$ cat config.mk
export PLATFORM = sky130hd
export DESIGN_NAME = coordonator_semafoare
export DESIGN_NICKNAME = d
export VERILOG_FILES = /design/src/rtl/semafoare_pkg.sv /design/src/rtl/generator_secunde.sv /design/src/rtl/coordonator_semafoare.sv
export SDC_FILE = /design/constraint.sdc
export NUM_CORES = 1
export LEC_CHECK = 0
export ABC_AREA = 0
export CORE_ASPECT_RATIO = 2
export CORE_MARGIN = 1.5
export CORE_UTILIZATION = 57
export CTS_BUF_LIST = sky130_fd_sc_hd__clkbuf_16
export DETAILED_ROUTE_END_ITERATION = 8
export GPL_TIMING_DRIVEN = 0
export PLACE_DENSITY_LB_ADDON = 0.1
export SYNTH_ARGS = -nofsm -noshare
export SYNTH_HDL_FRONTEND = slang
export SYNTH_SLANG_ARGS = --single-unit
$ cat constraint.sdc
create_clock -name clk -period 3.7 [get_ports clk]
set_clock_uncertainty 0.15 [all_clocks]
set_input_delay 0.555 -clock clk [delete_from_list [all_inputs] [get_ports clk]]
set_output_delay 0.555 -clock clk [all_outputs]
set_load 0.01 [all_outputs]
$ cat src/rtl/semafoare_pkg.sv
// Shared definitions for the traffic-light ring: state encoding and default timing.
package semafoare_pkg;
  typedef enum logic [2:0] {
    ST_IDLE, ST_START, ST_WAIT, ST_CLEAR, ST_MAINT, ST_FAULT
  } stare_t;

  localparam logic [23:0] SEC_DEF       = 24'd10000000;
  localparam logic [7:0]  CLEAR_S_DEF   = 8'd2;
  localparam logic [7:0]  TIMEOUT_S_DEF = 8'd60;

  // States in which the yellow lamp flashes.
  function automatic logic clipeste(stare_t s);
    return (s == ST_MAINT) || (s == ST_FAULT);
  endfunction
endpackage

$ cat src/rtl/generator_secunde.sv
// 1 s tick prescaler plus elapsed-seconds counter, restartable by clear.
module generator_secunde
  import semafoare_pkg::*;
#(
  parameter logic [23:0] SEC = SEC_DEF
) (
  input  logic       clk,
  input  logic       reset,
  input  logic       clear,
  output logic       tick,
  output logic [7:0] seconds
);
  logic [23:0] presc;

  assign tick = (presc == SEC - 24'd1);

  // Prescaler wraps on tick; seconds advance once per tick; both restart on clear.
  always_ff @(posedge clk) begin
    if (reset || clear) begin
      presc   <= '0;
      seconds <= '0;
    end else if (tick) begin
      presc   <= '0;
      seconds <= seconds + 8'd1;
    end else begin
      presc   <= presc + 24'd1;
    end
  end
endmodule

$ cat src/rtl/coordonator_semafoare.sv
// Ring coordinator: issues the cycle token, waits for its return with a watchdog,
// inserts all-red clearance, and handles maintenance and fault flashing.
module coordonator_semafoare
  import semafoare_pkg::*;
#(
  parameter logic [23:0] SEC       = SEC_DEF,
  parameter logic [7:0]  CLEAR_S   = CLEAR_S_DEF,
  parameter logic [7:0]  TIMEOUT_S = TIMEOUT_S_DEF
) (
  input  logic       clk,
  input  logic       reset,
  input  logic       intretinere,
  input  logic       Continuare_final,
  output logic       Start_ciclu,
  output logic       Rosu_general,
  output logic       Galben_intermitent,
  output logic       Mod_intretinere,
  output logic       Eroare,
  output logic [7:0] Nr_cicluri
);
  stare_t     state, next_state;
  logic       tok_q, tok_edge;
  logic       blink;
  logic       tick, clear;
  logic [7:0] seconds;

  // Timer restarts on every state change so each timed state is a whole number of seconds.
  assign clear    = (next_state != state);
  assign tok_edge = Continuare_final && !tok_q;

  generator_secunde #(.SEC(SEC)) u_gen (
    .clk     (clk),
    .reset   (reset),
    .clear   (clear),
    .tick    (tick),
    .seconds (seconds)
  );

  // Next-state selection; token edge has priority over the watchdog expiry.
  always_comb begin
    next_state = state;
    case (state)
      ST_IDLE:  if (tick) next_state = intretinere ? ST_MAINT : ST_START;
      ST_START: next_state = ST_WAIT;
      ST_WAIT: begin
        if (tok_edge)                                   next_state = ST_CLEAR;
        else if (tick && seconds == TIMEOUT_S - 8'd1)   next_state = ST_FAULT;
      end
      ST_CLEAR: if (tick && seconds == CLEAR_S - 8'd1)
                  next_state = intretinere ? ST_MAINT : ST_START;
      ST_MAINT: if (!intretinere) next_state = ST_CLEAR;
      ST_FAULT: next_state = ST_FAULT;
      default:  next_state = ST_IDLE;
    endcase
  end

  // State, token edge register, cycle counter and flash phase.
  always_ff @(posedge clk) begin
    if (reset) begin
      state      <= ST_IDLE;
      tok_q      <= 1'b0;
      Nr_cicluri <= '0;
      blink      <= 1'b0;
    end else begin
      state <= next_state;
      tok_q <= Continuare_final;
      if (state == ST_WAIT && tok_edge) Nr_cicluri <= Nr_cicluri + 8'd1;
      if (!clipeste(next_state))  blink <= 1'b0;
      else if (clear)             blink <= 1'b1;
      else if (tick)              blink <= ~blink;
    end
  end

  assign Start_ciclu        = (state == ST_START);
  assign Rosu_general       = (state == ST_IDLE) || (state == ST_START) || (state == ST_CLEAR);
  assign Galben_intermitent = blink;
  assign Mod_intretinere    = (state == ST_MAINT);
  assign Eroare             = (state == ST_FAULT);
endmodule

# Yosys cells after proc, flatten, opt, wreduce, memory -nomap -nowiden
# Cells that the tools add are included.
[op_classes]
eq_ne = 11
bitwise = 2
addsub = 3
n_reduce_logical = 13
mux = 9
[op_table]
columns = ["operator", "n"]
rows = [
  ["$add 24x1->24 const B", 1],
  ["$eq 24x24->1 const B", 1],
  ["$mux 3", 6],
  ["$pmux 3 s6", 1],
  ["$add 8x1->8 const B", 2],
  ["$eq 3x3->1 const B", 4],
  ["$eq 8x1->1 const B", 1],
  ["$eq 8x6->1 const B", 1],
  ["$eq 3x2->1 const B", 2],
  ["$logic_and 1x1->1", 4],
  ["$logic_or 1x1->1", 4],
  ["$reduce_or 2->1", 2],
  ["$eq 3x1->1 const B", 1],
  ["$logic_not 3->1", 1],
  ["$ne 3x3->1", 1],
  ["$mux 1", 2],
  ["$not 1->1", 2],
  ["$reduce_bool 2->1", 1],
  ["$logic_not 1->1", 1],
]
[word_totals]
register_bits = 45
wordCells = 44

# Depth between registers and ports, before layout
# Gate-level depths: netlist of run 1.
[logic_depth]
word_depth = 9
depth_mapped = 11
ltp_nobuf = 9

# Cells and area by module
# Synthesis of run 1 repeated with hierarchy kept, for this count alone.
[hier_totals]
cells_unflattened = 274
area_unflattened_um2 = 2299.7
[modules_own_cells]
columns = ["mod", "seq_area_each_um2", "cells_each", "n_inst", "area_per_inst_um2"]
rows = [
  ["generator_secunde", 640.6, 177, 1, 1505.2],
  ["coordonator_semafoare", 260.2, 97, 1, 794.5],
]

# Least setup slack after synthesis of run 1
# OpenSTA, ideal clock, no wires.
[synth_timing]
path_kind = "register to register"
startpoint = "reg u_gen.presc[0]"
endpoint = "reg u_gen.presc[20]"
t_arrival_ns = 2.684
stages_incl_launch_ff = 11
required_time_ns = 3.476
setup_ns = 0.074
path_buffers = 2
path_slack_ns = 0.791
period_less_slack_ns = 2.909
path_cell_list = "dfxtp_1 -> ha_1 -> nand3_2 -> or4_4 -> o41a_1 -> o211a_1 -> mux2i_1 -> or3_1 -> buf_6 -> buf_12 -> nor3_4"
[synth_via]
elab_chain_len = 8
word_cells_on_any_way = 12
classes_between = "add/sub (1); eq/ne (2); mux (5); reduce/logical (4)"
[synth_lines]
columns = ["item", "line", "text"]
rows = [
  ["start, declared", "generator_secunde.sv:13", "logic [23:0] presc;"],
  ["start signal, assigned", "generator_secunde.sv:26", "presc <= presc + 24'd1;"],
  ["$eq 24x24->1", "generator_secunde.sv:15", "assign tick = (presc == SEC - 24'd1);"],
  ["$logic_and 1x1->1", "coordonator_semafoare.sv:47", "else if (tick && seconds == TIMEOUT_S - 8'd1) next_state = ST_FAULT;"],
  ["$mux 3", "coordonator_semafoare.sv:47", ""],
  ["$mux 3", "coordonator_semafoare.sv:46", "if (tok_edge) next_state = ST_CLEAR;"],
  ["$pmux 3 s6", "coordonator_semafoare.sv:42", "case (state)"],
  ["$ne 3x3->1", "coordonator_semafoare.sv:28", "assign clear = (next_state != state);"],
  ["$logic_or 1x1->1", "generator_secunde.sv:19", "if (reset || clear) begin"],
  ["$reduce_or 2->1 (no line)", "-", ""],
]
# Parallel ways exist; a longest one is shown, timed or not.
# A chain may end at the register's enable or synchronous reset.

# Final worst setup path of run 1
[layout_timing]
startpoint = "reg u_gen.presc[0]"
endpoint = "reg u_gen.presc[3]"
# Same word-level chain as after synthesis.

==> impl_results.md, run 1 <==
* CP startpoint kind: flip-flop
* Static Leak at 0.934 nW
* First-pass GRT wire length at 7.63 mm
* Initial Utilization at 59.0%
* Synth Register Bits at 45
* Rel. slew slack at 50.5%
* Routed length per instance at 14.0 µm
* CTS tree: built
* Overall Power at 0.968 mW
* Max-slew violations at 0
* Via-to-Cell Ratio at 5.56
* IO Pins at 17
* Crit-path max FO at 10
* DIE AREA at 0.00434 mm²
* Synthesized instance count at 251
* Core Box Area at 0.00380 mm²
* Clock Latency Late Sink at 0.29 ns
* Post-Route WL at 4.57 mm
* Sequential share of the synthesized area at 40.2%
* Syn Nets at 259
* Die width at 47.4 µm
* Final instance area at 0.00261 mm²
* Post-synth EDFFs at 0
* Largest stage delay on the critical path at 0.63 ns
* Worst EP arrival at 3.17 ns
* Slowest CP cell: clkbuf_1
* Crit path kind: flip-flop to flip-flop
* Global route total overflow at 0
* Area Growth Syn to Fin at 16.5%
* Iter 0 DRT Violations at 26
* CP required at 3.70 ns
* Final Setup Violations at 0
* Placed cell area at 0.00247 mm²
* Most used cell along the critical path: clkbuf_1
* Fraction of layout cells with a size suffix above 1 at 9.82%
* Total Routing Usage GR at 23.8%
* Final hold violations at 0
* Library cells used by synthesis at 41
* Max Fclk at 315 MHz
* Crit-path cells: ha_1 -> nand3_2 -> or4_4 -> nor2_1 -> clkbuf_1 -> clkbuf_1 -> nor3_2
* Die extent in y at 91.7 µm
* Largest net degree at the start of global routing at 16
* Ys async rst share at 0%
* Root buffer cell: clkbuf_16
* Clock sink total at 45
* YS warnings at 0
* Status: complete, no violations
* CTS buffer count at 5
* Vias at 1814
* Slew of the pin with the lowest slew margin at 0.743 ns
* DRC viols at 0
* Power per cell area at 370 mW/mm²
* Setup bufs post-CTS at 0
* Hpwl dp at 3.36 mm
* Post-CTS sizing at 0
* Syn avg cell area at 8.94 µm²
* Number of fill cells at 331
* Tcrit/Tclk final at 85.7%
* Num rows at 32
* Area of the mapped netlist at 0.00224 mm²
* Max Cap Viol at 0
* Fin Setup TNS at 0 ns
* Fin crit period at 3.17 ns
* Setup repair after global routing missed its margin: false
* Port bufs at 16
* N_diodes at 0
* Pre-antenna DRT Iters at 5
* Max IR drop VDD at 0.460 mV
* Critical path endpoint category: flip-flop
* Hold buffers post-CTS at 0
* Clk slew on worst S/H paths at 0.07 ns
* Gp weighted congestion at 0.808
* Ys flop type: dfxtp_1
* Hold Crit Class: flip-flop to flip-flop
* H-Tree Depth at 2
* Layout Nets at 282
* Max Root-Sink Buffers at 2
* Vias in the first global route at 1814
* Initial antenna violation count at 0
* Post-route ant nets at 0
-- critical path: cells and delay by family (launching register included) --
family                   cells  cell delay [ns]
flip-flops                   1             0.40
adder cells (fa/ha/maj)      1             0.23
AND/OR/NAND/NOR              4             1.18
buffers and inverters        2             1.09
-- layer usage --
metal  up-vias  wire length [µm]  GRT usage (%)  part of all wire, %
li1        910                 -              -                    -
met1       855              1780           24.6                   39
met2        37              2530           42.2                   55
met3        12               122           3.74                  2.7
met4         0               138           11.3                  3.0
met5         -                 0              0                    0
-- sequential cells by signal (all words and copies together), names as in the netlist --
signal,cells
state,3
Nr_cicluri,8
u_gen.presc,24
Galben_intermitent,1
tok_q,1
u_gen.seconds,8
-- cell families (layout without fill, tap and decap cells) --
group                      count (synthesis)  count (layout)  synth area share (%)
AOI/OAI and AO/OA                         19              19                  6.25
muxes                                      2               2                 0.892
xor gates and xnor gates                  37              37                  14.4
buffers and inverters                     16              40                  4.29
DFF                                       45              45                  40.2
and+or+nand+nor                          128             128                  31.7
adders and majority gates                  4               4                  2.23
-- synth_stat cells, types with 2 or more instances --
master	number	area (µm²)
ha_1	4	50.1
nor4b_1	3	26.3
nand2b_1	2	12.5
nand4_1	11	68.8
o21ai_0	2	10.0
nor3_2	10	100
a21oi_1	7	35.0
mux2i_1	2	20.0
nor3_1	8	40.0
and2_1	3	18.8
nor2b_1	3	18.8
dfxtp_1	45	901
and4_1	5	43.8
buf_6	2	22.5
nand3_1	11	55.1
a211oi_1	2	15.0
xor2_1	25	219
nor2_1	42	158
inv_1	5	18.8
clkbuf_1	6	22.5
nor3b_1	2	15.0
and3_1	6	37.5
nand2_1	16	60.1
xnor2_1	12	105
-- power by group --
part / leakage [nW] / switching (mW) / internal, mW / total, mW
Sequential: 0.363 / 0.00328 / 0.488 / 0.491
Combinational: 0.501 / 0.0157 / 0.0133 / 0.0290
Clock: 0.0702 / 0.196 / 0.252 / 0.448
-- stage by stage --
step,std cells,hold slack [ns],setup WS [ns],utilization [%]
after floorplan,251,0.307,0.791,-
after global placement,318,0.332,0.524,64.9
after detailed placement,318,0.340,0.541,64.9
after CTS,326,0.355,0.515,68.7
after global routing,326,0.382,0.324,68.7
final,326,0.353,0.527,68.7
-- cell type report --
class / instances / area [µm²] / share of cell area (%)
Buffer: 11 / 77.6 / 2.97
Tap cell: 51 / 63.8 / 2.44
Timing Repair Buffer: 16 / 160 / 6.13
Sequential cell: 45 / 901 / 34.5
Inverter: 5 / 18.8 / 0.718
Multi-Input combinational cell: 190 / 1250 / 47.7
Clock inverter: 3 / 21.3 / 0.814
Clock buffer: 5 / 125 / 4.79
-- cells in the final DEF, fill, tap and decap left out, types with 2 or more instances in the layout --
| master | instances |
|---|---|
| dfxtp_1 | 45 |
| nor2_1 | 42 |
| xor2_1 | 25 |
| nand2_1 | 16 |
| clkdlybuf4s50_1 | 16 |
| xnor2_1 | 12 |
| nand3_1 | 11 |
| nand4_1 | 11 |
| nor3_2 | 10 |
| nor3_1 | 8 |
| a21oi_1 | 7 |
| clkbuf_1 | 6 |
| and3_1 | 6 |
| inv_1 | 5 |
| and4_1 | 5 |
| clkbuf_16 | 5 |
| ha_1 | 4 |
| nor2b_1 | 3 |
| nor4b_1 | 3 |
| and2_1 | 3 |
| o21ai_0 | 2 |
| nand2b_1 | 2 |
| nor3b_1 | 2 |
| a211oi_1 | 2 |
| mux2i_1 | 2 |
| buf_6 | 2 |
-- final timing paths --
| check | from | end | slack (ns) | cells after the start |
|---|---|---|---|---|
| setup / recovery | u_gen.presc[0] | u_gen.presc[3] | 0.53 | 7 |
| hold / removal | u_gen.presc[0] | u_gen.presc[0] | 0.35 | 1 |
| setup reg to reg | u_gen.presc[0] | u_gen.presc[3] | 0.53 | 7 |
| hold reg to reg | u_gen.presc[0] | u_gen.presc[0] | 0.35 | 1 |
(Power assumes the default switching activity.)
==> inputs of run 2 (changes only) <==
--- a/config.mk
+++ b/config.mk
@@ -8,11 +8,13 @@
 export ABC_AREA = 0
 export CORE_ASPECT_RATIO = 2
 export CORE_MARGIN = 1.5
-export CORE_UTILIZATION = 57
+export CORE_UTILIZATION = 60
 export CTS_BUF_LIST = sky130_fd_sc_hd__clkbuf_16
 export DETAILED_ROUTE_END_ITERATION = 8
+export DONT_BUFFER_PORTS = 1
 export GPL_TIMING_DRIVEN = 0
 export PLACE_DENSITY_LB_ADDON = 0.1
 export SYNTH_ARGS = -nofsm -noshare
 export SYNTH_HDL_FRONTEND = slang
 export SYNTH_SLANG_ARGS = --single-unit
+export TNS_END_PERCENT = 1
==> run 2 against run 1 <==
Utilization is 1.2 points lower; clock-buffer cell count is the same; largest power group unchanged; fmax increased by 0.99%; sequential cell count unchanged; sequential power hardly changed; final area fell by 6.8%; combinational power is 16% lower; clock power is 8.9% lower; critical path type unchanged; sequential share of layout area increased by 2.5 points.
==> impl_results.md, run 2 (synthesis gave the netlist of run 1 again) <==
* Status: complete, no violations
* Clk slew on worst S/H paths at 0.06 ns
* Crit path kind: flip-flop to flip-flop
* CP Buf/Inv Count at 2
* Fin crit period at 3.14 ns
* End of the worst register-to-register path: u_gen.presc[10]
* Iter 0 DRT Violations at 22
* Vias at 1741
* Post-CTS sizing at 0
* Core Util, Final at 67.5%
* Fin cells at 306
* Reg-to-reg critical path startpoint: u_gen.presc[0]
* CP required at 3.69 ns
* Area Growth Syn to Fin at 8.53%
* Slowest CP cell: clkbuf_1
* Initial antenna violation count at 0
* Largest net degree at the start of global routing at 13
* Worst reg2reg path depth at 7
* CP startpoint kind: flip-flop
* Die extent in y at 89.5 µm
* Power per cell area at 379 mW/mm²
* Final hold violations at 0
* Max Root-Sink Buffers at 2
* IO Pins at 17
* Core Box Area at 0.00361 mm²
* Final Setup Violations at 0
* Crit path max-delay family: simple AND/OR/NAND/NOR gates
* Placed cell count at 300
* Static Leak at 0.873 nW
* First-pass GRT wire length at 7.34 mm
* Tcrit/Tclk final at 84.9%
* Hold buffers post-CTS at 0
* Post-route ant nets at 0
* Post-Route WL at 4.43 mm
* Clock Latency Late Sink at 0.28 ns
* Pre-antenna DRT Iters at 6
* Overall Power at 0.924 mW
* Max-slew violations at 0
* Critical path endpoint category: flip-flop
* Largest registers: u_gen.presc (24), Nr_cicluri (8), u_gen.seconds (8)
* Post-Place Setup Slack at 0.538 ns
* Max IR drop VDD at 0.274 mV
* Final instance area at 0.00243 mm²
* Max Fclk at 318 MHz
* CP Launch Point: u_gen.presc[0]
* Most frequent cells in the layout: dfxtp_1, nor2_1, xor2_1
* Vias in the first global route at 1704
* Placed cell area at 0.00230 mm²
* Multi-input gate area at 0.00125 mm²
* Number of fill cells at 329
* Hpwl dp at 3.28 mm
* Worst setup margin at 0.559 ns
* Hold Crit Class: primary input to flip-flop
* Slew of the pin with the lowest slew margin at 0.737 ns
* Most used cell along the critical path: clkbuf_1
* Port bufs at 0
* Critical path depth in cells at 7
* Reg with most FFs: u_gen.presc
* Crit path to: u_gen.presc[10]
* Setup repair after global routing missed its margin: false
* Fraction of layout cells with a size suffix above 1 at 9.73%
* Num rows at 31
* DRC viols at 0
* Commonest non-fill, non-tap cell in the layout: dfxtp_1
* Die width at 46.2 µm
* Root buffer cell: clkbuf_16
* Clock sink total at 45
* DIE AREA at 0.00414 mm²
* R2R setup slack at 0.56 ns
* Sequential Area at 901 µm²
* Worst EP arrival at 3.13 ns
* Global route total overflow at 0
* Via-to-Cell Ratio at 5.69
* Max Cap Viol at 0
* Setup bufs post-CTS at 0
* Fin Setup TNS at 0 ns
* Worst hold slack at 0.188 ns
* N_diodes at 0
* Largest stage delay on the critical path at 0.62 ns
* Rel. slew slack at 50.8%
* Routed length per instance at 14.5 µm
* CTS buffer count at 5
* Crit-path max FO at 10
* Crit-path cells: ha_1 -> nand3_2 -> or4_4 -> nor2_1 -> clkbuf_1 -> clkbuf_1 -> nor3_2
* Max FFs per register at 24
* Layout Nets at 266
* Initial Utilization at 62.2%
* CTS tree: built
* Gp weighted congestion at 0.794
* H-Tree Depth at 2
* Total Routing Usage GR at 24.1%
run 2: changes by cell type in the layout (fill, tap and decap cells not counted):
cell             change
clkinvlp_4           -1
clkdlybuf4s50_1     -16
inv_6                -1
run 2: area by class of cell:
class / count / share of cell area (%)
multi-input combinational: 190 / 51.2
buffer: 11 / 3.19
tap: 49 / 2.52
inverter: 5 / 0.771
clock inverter: 1 / 0.206
clock buffer: 5 / 5.14
sequential: 45 / 37.0
run 2: how the worst min path moves through the flow:
| stage | start | to | cells after the start |
|---|---|---|---|
| 6_report | reset | state[1] | 1 |
| 5_1_grt | reset | tok_q | 1 |
| 4_1_cts | reset | state[1] | 1 |
| 3_5_place_dp | u_gen.presc[0] | u_gen.presc[0] | 1 |
| 3_3_place_gp | u_gen.presc[0] | u_gen.presc[0] | 1 |
| 2_1_floorplan | u_gen.presc[0] | u_gen.presc[0] | 1 |
run 2: per-layer routing:
metal	track usage [%]	up-vias	routed length, µm
met4	9.61	0	81
met5	0	-	0
met1	24.1	829	1720
li1	-	878	-
met2	46.0	28	2530
met3	4.04	6	106
run 2: report_power, final:
part / internal, mW / switching, mW
clock: 0.241 / 0.167
combinational: 0.0106 / 0.0139
sequential: 0.488 / 0.00316
total: 0.740 / 0.184
